## src/rtl/pdm_cic_decimator.sv

```systemverilog
// pdm_cic_decimator
// Converts a 1-bit PDM stream into signed W-bit PCM samples using a 3-stage
// CIC decimator with ratio R = 2**R_LOG2. Full-scale density (all ones) maps
// to the positive full scale, and all zeros maps to the negative full scale.
//
// Ports:
//   clk        system clock
//   reset      asynchronous, active-high reset
//   en         PDM bit-valid strobe; pdm_in is consumed on clk edges with en=1
//   pdm_in     PDM data bit
//   pcm_out    decimated signed PCM sample, held between updates
//   pcm_valid  one-cycle pulse when pcm_out updates
module pdm_cic_decimator #(
  parameter int W      = 16,
  parameter int R_LOG2 = 6
) (
  input  logic                clk,
  input  logic                reset,
  input  logic                en,
  input  logic                pdm_in,
  output logic signed [W-1:0] pcm_out,
  output logic                pcm_valid
);

  localparam int B     = 3*R_LOG2 + 1;
  localparam int SHIFT = 3*R_LOG2 - W;

  // Midpoint of the comb output range; subtracting it centres the sample on 0.
  localparam logic [B-1:0]        MID    = B'(1) << (3*R_LOG2 - 1);
  localparam logic signed [B-1:0] SAT_HI = B'(2**(W-1) - 1);
  localparam logic signed [B-1:0] SAT_LO = ~SAT_HI;

  logic [B-1:0]        x;
  logic [B-1:0]        i1, i2, i3;
  logic [B-1:0]        d1, d2, d3;
  logic [B-1:0]        c1, c2, c3;
  logic [R_LOG2-1:0]   cnt;
  logic                dec_tick;
  logic [1:0]          warm;
  logic signed [B-1:0] s_full;
  logic signed [B-1:0] s_shift;
  logic signed [W-1:0] pcm_sat;

  assign x = {{(B-1){1'b0}}, pdm_in};

  // Combs read the registered I3 during the dec_tick cycle; the integrators
  // may already be taking the next frame's first bit in that same cycle.
  always_comb begin
    c1 = i3 - d1;
    c2 = c1 - d2;
    c3 = c2 - d3;
  end

  // Only the top end can exceed the W-bit range (C3 = 2**(3*R_LOG2)).
  always_comb begin
    s_full  = signed'(c3 - MID);
    s_shift = s_full >>> SHIFT;
    if (s_shift > SAT_HI)
      pcm_sat = SAT_HI[W-1:0];
    else if (s_shift < SAT_LO)
      pcm_sat = SAT_LO[W-1:0];
    else
      pcm_sat = s_shift[W-1:0];
  end

  always_ff @(posedge clk or posedge reset) begin
    if (reset) begin
      i1        <= '0;
      i2        <= '0;
      i3        <= '0;
      d1        <= '0;
      d2        <= '0;
      d3        <= '0;
      cnt       <= '0;
      dec_tick  <= 1'b0;
      warm      <= 2'd0;
      pcm_out   <= '0;
      pcm_valid <= 1'b0;
    end else begin
      pcm_valid <= 1'b0;
      dec_tick  <= 1'b0;

      if (en) begin
        // Parallel update from registered values; wrap modulo 2**B is intended.
        i1       <= i1 + x;
        i2       <= i2 + i1;
        i3       <= i3 + i2;
        cnt      <= cnt + 1'b1;
        dec_tick <= (cnt == '1);
      end

      if (dec_tick) begin
        d1 <= i3;
        d2 <= c1;
        d3 <= c2;
        // The first two frames still carry start-up transients in the combs.
        if (warm != 2'd2) begin
          warm <= warm + 2'd1;
        end else begin
          pcm_out   <= pcm_sat;
          pcm_valid <= 1'b1;
        end
      end
    end
  end

endmodule

```

## config.mk

```make
export PLATFORM = sky130hd
export DESIGN_NAME = pdm_cic_decimator
export DESIGN_NICKNAME = d
export VERILOG_FILES = /design/src/rtl/pdm_cic_decimator.sv
export SDC_FILE = /design/constraint.sdc
export NUM_CORES = 1
export LEC_CHECK = 0
export CAP_MARGIN = 15
export CORE_ASPECT_RATIO = 0.75
export CORE_MARGIN = 4
export CORE_UTILIZATION = 30
export DETAILED_ROUTE_END_ITERATION = 10
export SYNTH_ARGS = -nofsm -noshare
export SYNTH_HDL_FRONTEND = slang
export SYNTH_SLANG_ARGS = --single-unit
```

## constraint.sdc

```tcl
create_clock -name clk -period 7.2 [get_ports clk]
set_clock_uncertainty 0.1 [all_clocks]
set_input_delay 1.44 -clock clk [delete_from_list [all_inputs] [get_ports clk]]
set_output_delay 1.44 -clock clk [all_outputs]
set_load 0.02 [all_outputs]
```

==> flow_summary_export.csv, run 1 <==
group,metric,value,unit
place,finalWeightedCongestion,0.8172,
setup_path,crit_path_max_fanout,16,
sta,max_freq,151.5,MHz
die,io_pins,21,
place,pre_cts_ws,0.4443,ns
clock_network,cts_buffers,17,
sta,worst_slew_pin_slew,0.9485,ns
setup_path,cp_slowest_cell,"nor3b_1",
route,first_iter_violations,466,
die,die_w,217.5,µm
sta,rsz0062_at_grt,"false",
die,rows,57,
final_layout,area_growth,14.07,%
die,die_y,165.1,µm
sta,whs,0.3694,ns
final_layout,final_nets,1200,
die,initial_core_util,0.3042,
sta,setup_ws,0.5985,ns
outcome,status,"completed",
synth,synth_flop_cell,"dfrtp_1",
clock_network,path_clk_slew,0.06,ns
setup_path,crit_top_cell,"ha_1",
clock_network,cts_tree,"yes",
synth,synth_fp_nets,1179,
route,wl_per_cell,12.85,µm
setup_path,slowest_delay,0.51,ns
setup_path,cp_top_family,"compound AO/OA/AOI/OAI gates",
die,die_area,0.03590,mm²
setup_path,rrSetupSlack,0.60,ns
setup_path,cp-end-kind,"register",
clock_network,clockBufferDepth,2,
sta,timing.final.crit_share,0.9169,
place,hpwl,14430,µm
sta,tns,0,ns
place,place_inst,1504,
job,cap_violations,0,
sta,fin_crit,6.602,ns
synth,yosysSeqAreaShare,0.3549,
synth,ys_seq_elements,140,
synth,synth_area,0.009871,mm²
grt,antenna_found_initial,0,
clock_network,cts_sinks,140,
grt,gr-total-overflow,0,
route,postRouteAntennaNets,0,
grt,grt_start_max_net_pins,103,
final_layout,insertedDiodeCount,0,
setup_path,worst-path-buf-inv,2,
sta,relSlewSlack,0.3676,
clock_network,h-tree-depth,4,
grt,grt_pass1_wl,35110,µm
synth,synth_cell_type_count,70,
final_layout,drive_above_1_share,0.1005,
grt,grt_pass1_vias,7323,
route,vias_per_cell,4.763,
final_layout,finalNonFillerCells,1537,
route,drcViolationCount,0,
sta,setup_viol,0,
clock_network,holdBufCountCts,0,
final_layout,nFillCells,3316,
setup_path,required,7.44,ns
setup_path,critPathLaunchType,"register",
synth,synthCells,1061,
grt,grtUsageTotal,0.1167,
synth,synth-edff-count,0,
route,routed_wl,19760,µm
clock_network,clock-root-buffer,"clkbuf_16",
synth,async_flop_share,1.000,
die,fp.coreArea,0.03245,mm²
clock_network,clk_latency,0.43,ns
synth,syn_area_per_cell,9.303,µm²
place,io_buffers,20,
sta,hold_viol_final,0,
route,dr_total_vias,7321,
hold_path,hold_class,"reg2reg",
setup_path,worstSetupPathType,"reg2reg",
sta,drv_slew,0,
route,dr.pass1.iters,5,
setup_path,cp.arrival,6.84,ns
synth,ys_warn_count,0,
[cell families (layout without fill, tap and decap cells)]
family	after synthesis	count (layout)	share of synthesized area
XOR/XNOR	95	95	0.08721
buffers and inverters	114	148	0.04424
adder cells (fa/ha/maj)	129	129	0.1647
flip-flops	140	140	0.3549
multiplexers	44	44	0.04969
AND/OR/NAND/NOR	276	276	0.1293
AO/OA/AOI/OAI	263	263	0.1700
[cells in the final DEF, fill, tap and decap left out, types with 6 or more instances in the layout]
master	count
o21bai_1	9
o21ai_0	45
nor2b_1	9
a21o_1	28
nor2_1	61
o21a_1	12
clkbuf_16	17
inv_1	88
o31ai_1	8
and3_1	11
nand2b_1	6
ha_1	109
mux2_2	40
nand3_1	20
xnor2_1	64
dfrtp_1	139
o21ai_1	43
nand2_1	111
xor2_1	29
maj3_1	6
maj3_2	9
a21oi_1	67
nor3_1	16
clkdlybuf4s50_1	19
nand4_1	11
or3_1	9
[synthesized netlist by cell type, drive strengths merged, types with 10 or more instances]
library cell | n | share of area
nor2 | 61 | 0.023
nand2 | 111 | 0.042
dfrtp | 140 | 0.35
inv | 90 | 0.034
nand3 | 20 | 0.010
o31ai | 10 | 0.0081
nand4 | 11 | 0.0070
o21a | 12 | 0.0091
and3 | 11 | 0.0070
a21o | 28 | 0.021
maj3 | 15 | 0.016
xnor2 | 64 | 0.057
a21oi | 69 | 0.035
clkbuf | 13 | 0.0049
o21ai | 88 | 0.045
ha | 109 | 0.14
xor2 | 29 | 0.026
buf | 10 | 0.0046
nor3 | 16 | 0.0081
mux2 | 40 | 0.046
[worst paths after layout]
path / start / endpoint / depth (start not counted)
min in group asynchronous: reset / cnt[2] / 2
worst min-delay path: cnt[5] / cnt[5] / 1
max in group asynchronous: reset / dec_tick / 3
worst min register to register: cnt[5] / cnt[5] / 1
worst max-delay path: i3[0] / pcm_out[0] / 27
worst max register to register: i3[0] / pcm_out[0] / 27
[cell type report]
class                           count  area, µm²  share of cell area
Multi-Input combinational cell    807       5971              0.5303
Inverter                           91      347.8             0.03089
Tap cell                          442      553.0             0.04912
Clock inverter                     11      190.2             0.01689
Timing Repair Buffer               25      232.7             0.02067
Clock buffer                       21      460.4             0.04089
Sequential cell                   140       3505              0.3113
[sequential cells by signal, indices dropped and copies added (netlist names)]
| signal | cells |
|---|---|
| pcm_out | 16 |
| d1 | 19 |
| d3 | 19 |
| i3 | 19 |
| pcm_valid | 1 |
| cnt | 6 |
| dec_tick | 1 |
| i1 | 19 |
| d2 | 19 |
| warm | 2 |
| i2 | 19 |
[stage by stage]
step / util / cell area (µm²)
6_report: 0.3470 / 11260
5_1_grt: 0.3470 / 11260
4_1_cts: 0.3457 / 11220
3_5_place_dp: 0.3256 / 10570
3_3_place_gp: 0.3256 / 10570
2_1_floorplan: - / 9871
[metal layers]
layer	part of all wire	track usage	wire, µm
met2	0.40	0.1745	7890
met1	0.56	0.1731	11090
met4	0.0066	0.02369	131
met5	0	0	0
met3	0.032	0.02597	641
[what timing repair did]
item,in CTS,in global routing
setup endpoints to repair,0,16
buffers inserted,0,1
gates resized for setup,0,6
Power of run 1 is not shown: default switching activity piles up to over one toggle a cycle in this logic, so the estimate is an artifact.
==> run 2, diff against run 1 <==
CORE_ASPECT_RATIO = 0.7   (was 0.75)
TNS_END_PERCENT = 1   (was not set)
==> run 2 against run 1 <==
Against the previous run: first-iteration DRC count decreased by 2.1%; sequential cell count unchanged; clock-buffer cell count decreased by 1; final area decreased by 0.31%.
==> flow_summary_export.csv, run 2 (same netlist as run 1, synthesis figures left out) <==
group,metric,value,unit
setup_path,cp_slowest_cell,"xnor3_2",
die,die_y,159.8,µm
die,fp.coreArea,0.03241,mm²
sta,timing.final.crit_share,0.9343,
route,dr.pass1.iters,5,
setup_path,worstSetupPathType,"reg2reg",
final_layout,insertedDiodeCount,0,
clock_network,h-tree-depth,4,
die,die_area,0.03591,mm²
hold_path,hold_end,"cnt[5]",
final_layout,area_growth,13.72,%
setup_path,slowest_delay,0.59,ns
die,rows,55,
setup_path,rr_worst_depth,28,
outcome,status,"completed",
setup_path,crit_path_max_fanout,16,
grt,gr-total-overflow,0,
die,initial_core_util,0.3045,
clock_network,post_cts_buffers,0,
route,postRouteAntennaNets,0,
clock_network,clock-root-buffer,"clkbuf_16",
setup_path,critPathLaunchType,"register",
sta,drv_slew,0,
clock_network,path_clk_slew,0.06,ns
route,drcViolationCount,0,
sta,worst_slew_pin_slew,0.9543,ns
grt,grt_pass1_vias,7125,
route,dr_total_vias,7348,
place,hpwl,14180,µm
hold_path,hold_depth,1,
setup_path,required,7.45,ns
clock_network,clockBufferDepth,2,
final_layout,final_common_cell,"dfrtp_1",
route,wl_per_cell,12.85,µm
final_layout,layout_common_cells,"dfrtp_1, nand2_1, ha_1",
hold_path,hp-start,"cnt[5]",
setup_path,rrSetupSlack,0.47,ns
sta,fin_crit,6.727,ns
grt,grt_pass1_wl,34330,µm
sta,tns,0,ns
route,routed_wl,19570,µm
grt,grt_start_max_net_pins,104,
sta,relSlewSlack,0.3474,
sta,setup_viol,0,
setup_path,r2r-end,"pcm_out[12]",
setup_path,cp.arrival,6.98,ns
die,die_w,224.8,µm
grt,grtUsageTotal,0.1129,
grt,antenna_found_initial,0,
setup_path,crit_top_cell,"ha_1",
final_layout,drive_above_1_share,0.1005,
clock_network,cts_tree,"yes",
clock_network,clk_latency,0.43,ns
place,finalWeightedCongestion,0.7728,
route,vias_per_cell,4.828,
final_layout,final_nets,1200,
job,cap_violations,0,
hold_path,hold_class,"reg2reg",
sta,rsz0062_at_grt,"false",
die,io_pins,21,
route,first_iter_violations,456,
sta,hold_viol_final,0,
sta,max_freq,148.7,MHz
clock_network,cts_buffers,17,
setup_path,cp-end-kind,"register",
place,io_buffers,20,
setup_path,r2r_start,"i3[0]",
clock_network,cts_sinks,140,
[run 2: layout make-up]
type                    instances  area, µm²
fillers                      3221      21190
multi-input cells             807       5956
flip-flops and latches        140       3505
well taps                     427      534.3
clock buffers                  20      456.7
inverters                      91      347.8
repair buffers                 25      232.7
clock inverters                12      192.7
[run 2: per-layer routing]
metal / part of all wire / track usage / wire length, µm / up-vias
met5: 0 / 0 / 0 / -
met4: 0.012 / 0.03201 / 227 / 0
met3: 0.021 / 0.02315 / 405 / 22
met2: 0.42 / 0.1686 / 8269 / 48
met1: 0.54 / 0.1654 / 10660 / 3507
li1: - / - / - / 3771
[run 2: timing repair]
| item | in CTS | in global routing |
|---|---|---|
| setup endpoints to repair | 0 | 16 |
| hold buffers | 0 | 0 |
| gates resized for setup | 0 | 3 |
[run 2: worst max-delay path by stage]
stage / start / endpoint
global placement: i3[0] / pcm_out[0]
floorplan: i3[0] / pcm_out[5]
detailed placement: i3[0] / pcm_out[11]
CTS: i3[0] / pcm_out[11]
finish: i3[0] / pcm_out[12]
global route: i3[0] / pcm_out[11]
[run 2: worst max-delay path, delay by kind of cell, from the launching register on]
family	cells	cell delay, ns
compound gates	13	2.43
fa+ha+maj	6	1.83
simple gates	5	1.01
xor+xnor	2	0.75
flops	1	0.40
buf+inv	2	0.13
[run 2: per-stage QoR]
stage,cells,util,instance area [µm²],worst slack [ns],hold slack (ns)
2_1_floorplan,1061,-,9871,1.205,0.3420
3_3_place_gp,1490,0.3257,10560,0.6798,0.3590
3_5_place_dp,1490,0.3257,10560,0.4026,0.3645
4_1_cts,1522,0.3457,11200,0.3282,0.3762
5_1_grt,1522,0.3463,11220,0.04783,0.3945
6_report,1522,0.3463,11220,0.4729,0.3724
Power of run 2 is left out for the same reason.
